===== src/rtl/addsub_pkg.sv =====
// -----------------------------------------------------------------------------
// addsub_pkg
// Shared definitions for the pipelined adder/subtractor:
//   - operation encoding for the 'sub' control bit
//   - pipeline depth derived from operand width and slice width
//   - saturation limits (largest positive / most negative two's-complement
//     value) for a given width, used when PIPELINED_ADD_SUB_SAT_EN is defined
// -----------------------------------------------------------------------------
package addsub_pkg;

    localparam logic OP_ADD = 1'b0;
    localparam logic OP_SUB = 1'b1;

    // One pipeline stage per SLICE-bit chunk of the carry chain.
    function automatic int stages_f(input int width, input int slice);
        return width / slice;
    endfunction

    // 0x7F..F for the given width, right-aligned in 64 bits.
    function automatic logic [63:0] sat_max_f(input int width);
        return (64'd1 << (width - 1)) - 64'd1;
    endfunction

    // 0x80..0 for the given width, right-aligned in 64 bits.
    function automatic logic [63:0] sat_min_f(input int width);
        return 64'd1 << (width - 1);
    endfunction

endpackage


===== src/rtl/pipelined_add_sub_if.sv =====
// -----------------------------------------------------------------------------
// pipelined_add_sub_if
// Operand/result handshake bundle for pipelined_add_sub.
//   in_valid/in_ready : operand beat handshake (a, b, sub travel with it)
//   out_valid/out_ready : result beat handshake (sum, cout, ovf, zero)
// Modports:
//   master : operand source / result consumer side
//   slave  : the adder/subtractor itself
// -----------------------------------------------------------------------------
interface pipelined_add_sub_if #(
    parameter int WIDTH = 16
);
    logic             in_valid;
    logic             in_ready;
    logic [WIDTH-1:0] a;
    logic [WIDTH-1:0] b;
    logic             sub;
    logic             out_valid;
    logic             out_ready;
    logic [WIDTH-1:0] sum;
    logic             cout;
    logic             ovf;
    logic             zero;

    modport master (
        output in_valid, a, b, sub, out_ready,
        input  in_ready, out_valid, sum, cout, ovf, zero
    );

    modport slave (
        input  in_valid, a, b, sub, out_ready,
        output in_ready, out_valid, sum, cout, ovf, zero
    );

endinterface


===== src/rtl/add_sub_slice.sv =====
// -----------------------------------------------------------------------------
// add_sub_slice
// Combinational SLICE-bit adder used for one pipeline stage of the carry chain.
// Ports:
//   i_a, i_b  : slice operands (i_b already inverted for subtraction)
//   i_c       : carry in from the previous slice (or 'sub' for slice 0)
//   o_s       : slice sum
//   o_c       : carry out of the slice MSB
//   o_c_msb   : carry into the slice MSB (only meaningful for the top slice,
//               where it feeds the signed-overflow flag)
// -----------------------------------------------------------------------------
module add_sub_slice #(
    parameter int SLICE = 4
) (
    input  logic [SLICE-1:0] i_a,
    input  logic [SLICE-1:0] i_b,
    input  logic             i_c,
    output logic [SLICE-1:0] o_s,
    output logic             o_c,
    output logic             o_c_msb
);

    logic [SLICE:0] w_full;

    assign w_full  = {1'b0, i_a} + {1'b0, i_b} + {{SLICE{1'b0}}, i_c};
    assign o_s     = w_full[SLICE-1:0];
    assign o_c     = w_full[SLICE];
    // Sum bit = a ^ b ^ carry_in, so the carry into the MSB falls out directly.
    assign o_c_msb = i_a[SLICE-1] ^ i_b[SLICE-1] ^ w_full[SLICE-1];

endmodule


===== src/rtl/pipelined_add_sub.sv =====
// -----------------------------------------------------------------------------
// pipelined_add_sub
// Pipelined two's-complement adder/subtractor. The WIDTH-bit carry chain is cut
// into STAGES = WIDTH/SLICE slices, one slice resolved per pipeline stage; the
// already-resolved low result bits and the not-yet-added high operand bits ride
// along in the stage registers. Latency STAGES cycles, one beat per cycle.
// Ports:
//   clk   : rising-edge clock
//   rst_n : asynchronous active-low reset (clears all valid bits and outputs)
//   bus   : pipelined_add_sub_if.slave -- operand and result handshakes
// Build option:
//   PIPELINED_ADD_SUB_SAT_EN : when defined, overflowing results saturate to
//                              0x7F..F / 0x80..0 (sign taken from A);
//                              otherwise results wrap modulo 2^WIDTH.
// -----------------------------------------------------------------------------
module pipelined_add_sub
    import addsub_pkg::*;
#(
    parameter int WIDTH = 16,
    parameter int SLICE = 4
) (
    input logic                 clk,
    input logic                 rst_n,
    pipelined_add_sub_if.slave  bus
);

    localparam int STAGES = stages_f(WIDTH, SLICE);
    localparam int LAST   = STAGES - 1;

    if (WIDTH % SLICE != 0) begin : g_bad_cfg
        $error("pipelined_add_sub: WIDTH must be a multiple of SLICE");
    end

    // Per-stage inputs (from the bus for stage 0, from the previous register otherwise)
    logic [STAGES-1:0] w_vld_in;
    logic [WIDTH-1:0]  w_a_in   [STAGES];
    logic [WIDTH-1:0]  w_bx_in  [STAGES];
    logic [WIDTH-1:0]  w_s_in   [STAGES];
    logic              w_c_in   [STAGES];

    // Per-stage combinational results
    logic [SLICE-1:0]  w_slice_s [STAGES];
    logic              w_slice_c [STAGES];
    logic              w_slice_cm[STAGES];
    logic [WIDTH-1:0]  w_s_out   [STAGES];

    // Inter-stage registers (element LAST is the output stage and uses r_sum etc.)
    logic [STAGES-1:0] r_vld_p;
    logic [WIDTH-1:0]  r_a_p  [STAGES];
    logic [WIDTH-1:0]  r_bx_p [STAGES];
    logic [WIDTH-1:0]  r_s_p  [STAGES];
    logic              r_c_p  [STAGES];

    // Output registers
    logic [WIDTH-1:0]  r_sum;
    logic              r_cout;
    logic              r_ovf;
    logic              r_zero;

    logic              w_adv;
    logic              w_ovf;
    logic [WIDTH-1:0]  w_sum_fin;

    // Single global enable: the whole pipe moves unless a result is parked.
    assign w_adv = !r_vld_p[LAST] || bus.out_ready;

    for (genvar k = 0; k < STAGES; k++) begin : g_stage
        if (k == 0) begin : g_first
            assign w_vld_in[k] = bus.in_valid;
            assign w_a_in[k]   = bus.a;
            assign w_bx_in[k]  = (bus.sub == OP_SUB) ? ~bus.b : bus.b;
            assign w_c_in[k]   = bus.sub;
            assign w_s_in[k]   = '0;
        end else begin : g_next
            assign w_vld_in[k] = r_vld_p[k-1];
            assign w_a_in[k]   = r_a_p[k-1];
            assign w_bx_in[k]  = r_bx_p[k-1];
            assign w_c_in[k]   = r_c_p[k-1];
            assign w_s_in[k]   = r_s_p[k-1];
        end

        add_sub_slice #(
            .SLICE (SLICE)
        ) u_slice (
            .i_a     (w_a_in[k][k*SLICE +: SLICE]),
            .i_b     (w_bx_in[k][k*SLICE +: SLICE]),
            .i_c     (w_c_in[k]),
            .o_s     (w_slice_s[k]),
            .o_c     (w_slice_c[k]),
            .o_c_msb (w_slice_cm[k])
        );

        // Partial sum is built up from zero, so the slice bits can simply be OR-ed in.
        assign w_s_out[k] = w_s_in[k] | (WIDTH'(w_slice_s[k]) << (k * SLICE));
    end

    assign w_ovf = w_slice_c[LAST] ^ w_slice_cm[LAST];

`ifdef PIPELINED_ADD_SUB_SAT_EN
    localparam logic [WIDTH-1:0] SAT_MAX = WIDTH'(sat_max_f(WIDTH));
    localparam logic [WIDTH-1:0] SAT_MIN = WIDTH'(sat_min_f(WIDTH));

    // On overflow both operands (after B inversion) share A's sign, so A's sign
    // is the sign of the true result.
    function automatic logic [WIDTH-1:0] sat_f(input logic [WIDTH-1:0] raw,
                                               input logic             ovf,
                                               input logic             neg);
        if (!ovf) begin
            return raw;
        end
        return neg ? SAT_MIN : SAT_MAX;
    endfunction

    assign w_sum_fin = sat_f(w_s_out[LAST], w_ovf, w_a_in[LAST][WIDTH-1]);
`else
    assign w_sum_fin = w_s_out[LAST];
`endif

    // ---- stage valid bits ----
    always_ff @(posedge clk or negedge rst_n) begin
        if (!rst_n) begin
            r_vld_p <= '0;
        end else if (w_adv) begin
            r_vld_p <= w_vld_in;
        end
    end

    // ---- stages 0 .. STAGES-2 : partial sum, carry and remaining operands ----
    always_ff @(posedge clk) begin
        if (w_adv) begin
            for (int k = 0; k < LAST; k++) begin
                if (w_vld_in[k]) begin
                    r_a_p[k]  <= w_a_in[k];
                    r_bx_p[k] <= w_bx_in[k];
                    r_s_p[k]  <= w_s_out[k];
                    r_c_p[k]  <= w_slice_c[k];
                end
            end
        end
    end

    // ---- final stage : result and flags ----
    always_ff @(posedge clk or negedge rst_n) begin
        if (!rst_n) begin
            r_sum  <= '0;
            r_cout <= 1'b0;
            r_ovf  <= 1'b0;
            r_zero <= 1'b0;
        end else if (w_adv && w_vld_in[LAST]) begin
            r_sum  <= w_sum_fin;
            r_cout <= w_slice_c[LAST];
            r_ovf  <= w_ovf;
            r_zero <= (w_sum_fin == '0);
        end
    end

    assign bus.in_ready  = w_adv;
    assign bus.out_valid = r_vld_p[LAST];
    assign bus.sum       = r_sum;
    assign bus.cout      = r_cout;
    assign bus.ovf       = r_ovf;
    assign bus.zero      = r_zero;

endmodule


===== src/flat_wrapper.sv =====
// flat-port wrapper written by rule: the top's interface ports become plain ports
module pipelined_add_sub_flat import addsub_pkg::*;
#(
    parameter int WIDTH = 16,
    parameter int SLICE = 4
)
  (clk, rst_n, bus_in_valid, bus_a, bus_b, bus_sub, bus_out_ready, bus_in_ready, bus_out_valid, bus_sum, bus_cout, bus_ovf, bus_zero);
  pipelined_add_sub_if #(.WIDTH(WIDTH)) bus_i ();
  input logic clk;
  input logic rst_n;
  input wire logic [$bits(bus_i.in_valid)-1:0] bus_in_valid;
  input wire logic [$bits(bus_i.a)-1:0] bus_a;
  input wire logic [$bits(bus_i.b)-1:0] bus_b;
  input wire logic [$bits(bus_i.sub)-1:0] bus_sub;
  input wire logic [$bits(bus_i.out_ready)-1:0] bus_out_ready;
  output wire logic [$bits(bus_i.in_ready)-1:0] bus_in_ready;
  output wire logic [$bits(bus_i.out_valid)-1:0] bus_out_valid;
  output wire logic [$bits(bus_i.sum)-1:0] bus_sum;
  output wire logic [$bits(bus_i.cout)-1:0] bus_cout;
  output wire logic [$bits(bus_i.ovf)-1:0] bus_ovf;
  output wire logic [$bits(bus_i.zero)-1:0] bus_zero;
  assign bus_i.in_valid = bus_in_valid;
  assign bus_i.a = bus_a;
  assign bus_i.b = bus_b;
  assign bus_i.sub = bus_sub;
  assign bus_i.out_ready = bus_out_ready;
  assign bus_in_ready = bus_i.in_ready;
  assign bus_out_valid = bus_i.out_valid;
  assign bus_sum = bus_i.sum;
  assign bus_cout = bus_i.cout;
  assign bus_ovf = bus_i.ovf;
  assign bus_zero = bus_i.zero;
  pipelined_add_sub #(.WIDTH(WIDTH), .SLICE(SLICE)) u_core (.clk(clk), .rst_n(rst_n), .bus(bus_i));
endmodule

===== config.mk =====
export PLATFORM = sky130hd
export DESIGN_NAME = pipelined_add_sub_flat
export DESIGN_NICKNAME = d
export VERILOG_FILES = /design/src/rtl/addsub_pkg.sv /design/src/rtl/pipelined_add_sub_if.sv /design/src/rtl/add_sub_slice.sv /design/src/rtl/pipelined_add_sub.sv /design/src/flat_wrapper.sv
export SDC_FILE = /design/constraint.sdc
export NUM_CORES = 1
export LEC_CHECK = 0
export CAP_MARGIN = 20
export CORE_UTILIZATION = 53
export CTS_CLUSTER_DIAMETER = 150
export DETAILED_ROUTE_END_ITERATION = 8
export HOLD_SLACK_MARGIN = 0.05
export PLACE_DENSITY = 0.88
export SYNTH_ARGS = -nofsm -noshare
export SYNTH_HDL_FRONTEND = slang
export SYNTH_SLANG_ARGS = --single-unit

===== constraint.sdc =====
create_clock -name clk -period 2.52 [get_ports clk]
set_input_delay 0.756 -clock clk [delete_from_list [all_inputs] [get_ports clk]]
set_output_delay 0.756 -clock clk [all_outputs]
set_load 0.005 [all_outputs]

# After elaboration in Yosys (flattened, before gate mapping)
# Memory sizes are Yosys's and may differ from the RTL's.
# Index checks and enable logic that the tools add are counted.
# Widths: inputs -> output; s select.
[classes]
add_sub_neg = 8
mul = 0
div_mod_pow = 0
n_lt_le_gt_ge = 0
n_eq_ne = 0
shifts = 0
mux = 10
n_bitwise = 7
reduce_logical = 4
[op_table]
columns = ["op", "count"]
rows = [
  ["$add 4x4->5", 4],
  ["$add 5x1->5", 4],
  ["$logic_not 16->1", 1],
  ["$mux 16", 1],
  ["$not 16->16", 1],
  ["$or 16x12->16", 1],
  ["$or 16x16->16", 1],
  ["$or 16x8->16", 1],
  ["$mux 1", 9],
  ["$xor 1x1->1", 3],
  ["$logic_and 1x1->1", 1],
  ["$logic_not 1->1", 1],
  ["$logic_or 1x1->1", 1],
]
[totals]
register_bits = 23
latchBits = 0
ram_bits = 196
mem_bits_ro = 0
inputBits = 37
output_inout_bits = 21
elab_cells = 38
mem_count = 4
[memory_table]
columns = ["memory", "words", "width", "rd", "rd_clocked_by_memory_dff", "write_ports", "line_no", "text"]
rows = [
  ["u_core.r_a_p", 4, 16, 3, 0, 3, "pipelined_add_sub.sv:49", "logic [WIDTH-1:0] r_a_p [STAGES];"],
  ["u_core.r_bx_p", 4, 16, 3, 0, 3, "pipelined_add_sub.sv:50", "logic [WIDTH-1:0] r_bx_p [STAGES];"],
  ["u_core.r_s_p", 4, 16, 3, 0, 3, "pipelined_add_sub.sv:51", "logic [WIDTH-1:0] r_s_p [STAGES];"],
  ["u_core.r_c_p", 4, 1, 3, 0, 3, "pipelined_add_sub.sv:52", "logic r_c_p [STAGES];"],
]

# Longest topological paths before layout
# An unclocked memory read counts as a cell.
[depth]
depth_word = 5
depth_mapped = 6
ltp_nobuf = 6

# Modules after synthesis
# A second synthesis with hierarchy kept.
[unflattened]
hier_cells = 221
hier_area_um2 = 3971.3
[modules_own_cells]
columns = ["mod", "instances", "cells_per_inst", "area_each_um2", "seq_area_each_um2"]
rows = [
  ["pipelined_add_sub", 1, 153, 3405.8, 2827.7],
  ["add_sub_slice", 4, 17, 141.4, 0.0],
]

# Worst setup path after synthesis
# No wires, ideal clock.
[synth_timing]
path_type = "input-to-reg"
start = "input port bus_sub"
end = "memory u_core.r_c_p[0][0] (data pin)"
setup_time_ns = 0.254
arrival_time_ns = 1.869
required_time_ns = 2.266
path_slack_ns = 0.398
stages = 5
n_path_buf = 1
path_cell_list = "buf_6 > mux2_2 > fa_1 > a21o_1 > a21o_1"
[synth_rtl]
columns = ["element", "line_no", "text"]
rows = [
  ["start, declared", "flat_wrapper.sv:14", "input wire logic [$bits(bus_i.sub)-1:0] bus_sub;"],
  ["end, declared", "pipelined_add_sub.sv:52", ""],
]

# Worst setup path after layout
[layout_timing]
start = "input port bus_out_ready"
end = "output port bus_in_ready"
[layout_via]
elab_chain_len = 1
[layout_lines]
columns = ["element", "line_no", "text"]
rows = [
  ["start, declared", "flat_wrapper.sv:15", "input wire logic [$bits(bus_i.out_ready)-1:0] bus_out_ready;"],
  ["$logic_or 1x1->1", "pipelined_add_sub.sv:65", "assign w_adv = !r_vld_p[LAST] || bus.out_ready;"],
  ["end, declared", "flat_wrapper.sv:16", "output wire logic [$bits(bus_i.in_ready)-1:0] bus_in_ready;"],
]
# Every way passes these cells.

==> summary by stage <==
Routing
The routed layout has 1893 vias. The number of DRC markers after the initial detailed-route iteration is 99. The highest metal layer carrying signal wires in the routed design is met4. The met3 wire length is 258 µm.

The routed design has 5453 µm of wire. The number of iterations in the first detailed-routing pass is 4. In the routed design, unresolved DRC markers number 0. The final routed wire length divided by cell count is 13.98 µm. The total routed wire length on the met1 layer is 2335 µm. The number of vias per cell after detailed routing is 4.854. The wire length on met2 is 2721 µm. In this run the remaining antenna-violating nets after routing total 0.

Run status
The flow ran to the end, and the final reports show no timing, DRC or antenna violations.

Timing
In the finished design, the share of the clock period the worst path needs comes to 0.9263. The post-route worst setup slack is 0.1857 ns. The clock period minus final worst setup slack is 2.334 ns. After routing, the total negative slack on setup checks comes to 0 ns.

Based on the critical path, the design can be clocked at up to 428.4 MHz. The worst clock skew on the final layout is 0.01208 ns. The final number of setup-violating endpoints is 0.

The final max-slew violation count is 0. The slew at the pin with the worst max-slew slack is 0.3185 ns. Setup repair after global routing left no endpoint under its margin. The max-slew headroom at the worst pin is 0.7857. The hold violation count in the final report came to 0.

Pwr
The power density over cell area is 1016 nW/µm². The worst-case IR drop observed on VDD is 0.0003659 V. The static leakage is 1.876 nW.

Place
After legalization and detailed placement, the total HPWL measured 4117 µm. The count of input and output buffers is 57. The global placement routability congestion is 0.6998. Timing analysis after detailed placement gives a worst setup slack of -0.09960 ns.

Setup path
STA puts the critical path data required time at 1.76 ns. The worst setup path is of the input port to primary output kind. The worst setup path is captured at a primary output. The data arrival time at the worst-slack endpoint is 1.58 ns. The type of element launching the critical path is an input port. In this run the critical register-to-register path is launched from u_core.r_a_p[0][44].

The beginning of the critical path is bus_out_ready. The top fanout value on the critical path is 2.

Layout
The total number of nets in the final design is 345. The repair_antennas step left the layout with diodes totalling 0. In the final layout, the share of cells above drive strength 1 is 0.1565. From synthesis to final layout, the design area changed by 25.14%.

In the layout the commonest cells are sky130_fd_sc_hd__edfxtp_1 (75), sky130_fd_sc_hd__clkdlybuf4s50_1 (56), sky130_fd_sc_hd__dfrtp_1 (23). The commonest non-fill, non-tap cell in the layout is sky130_fd_sc_hd__edfxtp_1. For this run, the share of the core covered by cells in the final layout is 0.6998.

Die
For this configuration, the core starts out at a cell density of 0.5592. The top-level I/O count is 58. The die covers 7633 µm².

The floorplan step defined a core boundary enclosing 6907 µm². The floorplan has 30 rows. The chip width is 87.37 µm.

The die boundary height is 87.37 µm.

Clock network
The TritonCTS sink count is 98. The clock edge transition at the registers on the reported setup and hold paths is 0.09 ns. TritonCTS built the clock tree. Clock latency on the worst-skew pair, taken at its later pin, is 0.35 ns.

Hold repair after CTS inserted 0 buffers. The tree is rooted in a sky130_fd_sc_hd__clkbuf_8. The total CTS buffers is 9. The maximum clock path buffer count is 2. The clock tree synthesis step divided the H-tree into 3 levels.

GRT
The wire length of the first global-routing pass is 9232 µm. The initial antenna violation count is 0. The via count of the first global-routing pass is 1958. Entering global routing, the biggest net connects 30 pins.

Summed over all layers, the global routing overflow is 0. The total global routing track utilization is 0.1664.

Logic synthesis
The share of the Yosys chip area taken by registers is 0.7321. The number of flip-flops and latches in the synthesized netlist is 98. The mapped netlist covers 3862 µm². Dividing the synthesized area by the synthesized cell count gives 17.88 µm².

The synthesized netlist contains 25 unique library cells. The total number of yosys warnings is 0. The synthesized net count is 272. The post-synthesis instance total is 216.

Flow run
Max-cap violations in this run came to 0.

Worst hold path
In this run the most critical hold path is launched from u_core.r_s_p[0][19]. The classification of the worst-slack hold path is flop to flop.
[power by group]
| group | switching, W | internal (W) | total, W |
|---|---|---|---|
| clock | 0.000515 | 0.000457 | 0.000972 |
| combinational | 0.000581 | 0.000829 | 0.00141 |
| sequential | 0.000206 | 0.00232 | 0.00253 |
[final cells by class]
| class | count | area (µm²) |
|---|---|---|
| timing repair buffer | 67 | 694.4 |
| fill | 482 | 2073 |
| clock buffer | 9 | 123.9 |
| clock inverter | 7 | 68.82 |
| sequential | 98 | 2828 |
| multi-input combinational | 99 | 945.9 |
| inverter | 14 | 52.55 |
| tap | 96 | 120.1 |
[worst max-delay path, cell delays in order]
cell	delay, ns
sky130_fd_sc_hd__clkdlybuf4s50_1	0.39
sky130_fd_sc_hd__nand2b_1	0.16
sky130_fd_sc_hd__dlygate4sd2_1	0.27
[cell usage after synthesis (all sizes together)]
cell type | instances | share of area
fa | 7 | 0.036
xor2 | 18 | 0.041
dfrtp | 23 | 0.15
o31ai | 1 | 0.0019
nor2b | 1 | 0.0016
nand2 | 4 | 0.0039
xnor2 | 7 | 0.016
and2 | 3 | 0.0049
a21oi | 5 | 0.0084
o21ai | 3 | 0.0039
a21boi | 1 | 0.0019
nand3 | 1 | 0.0013
nand4 | 1 | 0.0016
nor2 | 1 | 0.00097
nand2b | 3 | 0.0049
buf | 5 | 0.0094
ha | 12 | 0.039
inv | 14 | 0.014
mux2 | 19 | 0.055
nor4 | 3 | 0.0049
edfxtp | 75 | 0.58
a21o | 9 | 0.017
[what timing repair did]
action                     in CTS  in global routing
setup endpoints to repair       1                  0
buffers inserted                0                  0
resized for setup               1                  0
[path summary, 6_finish.rpt]
| check | to | slack [ns] | cells past startpoint |
|---|---|---|---|
| max | bus_in_ready | 0.19 | 3 |
| min | u_core.r_s_p[0][35] | 0.41 | 0 |
| max reg2reg | u_core.bus.ovf | 0.46 | 6 |
| min reg2reg | u_core.r_s_p[0][35] | 0.41 | 0 |
| max in group asynchronous | u_core.bus.sum[6] | 1.56 | 2 |
| min in group asynchronous | u_core.bus.sum[4] | 0.74 | 2 |
[routing by layer]
| layer | up-vias | global-route usage |
|---|---|---|
| met1 | 899 | 0.2084 |
| met4 | 0 | 0.08793 |
| li1 | 923 | - |
| met5 | - | 0 |
| met3 | 11 | 0.04076 |
| met2 | 60 | 0.2692 |
[sequential cells by signal, indices dropped and copies added (netlist names)]
register         count
u_core.bus.ovf       1
u_core.bus.sum      16
u_core.r_vld_p       4
u_core.r_s_p        24
u_core.bus.zero      1
u_core.r_c_p         3
u_core.r_a_p        24
u_core.bus.cout      1
u_core.r_bx_p       24
[cell families (layout without fill, tap and decap cells)]
family,Yosys count,after routing,share of synthesized area
DFF,98,98,0.7321
xor gates and xnor gates,25,25,0.05669
adders and majority gates,19,19,0.07515
AOI/OAI and AO/OA,19,19,0.03369
muxes,19,19,0.05539
buffers and inverters,19,97,0.02300
and+or+nand+nor,17,17,0.02397
[stage by stage]
| stage | total power [W] | instances | hold slack [ns] | cell area (µm²) |
|---|---|---|---|---|
| final | 0.004910 | 390 | 0.4091 | 4833 |
| after global routing | 0.005206 | 390 | 0.4310 | 4833 |
| after CTS | 0.004967 | 390 | 0.4165 | 4833 |
| after detailed placement | 0.004007 | 374 | 0.4045 | 4642 |
| after global placement | 0.003911 | 374 | 0.4030 | 4642 |
| after floorplan | 0.003298 | 216 | 0.4003 | 3862 |
No activity file was read; power rests on OpenSTA's default activity.
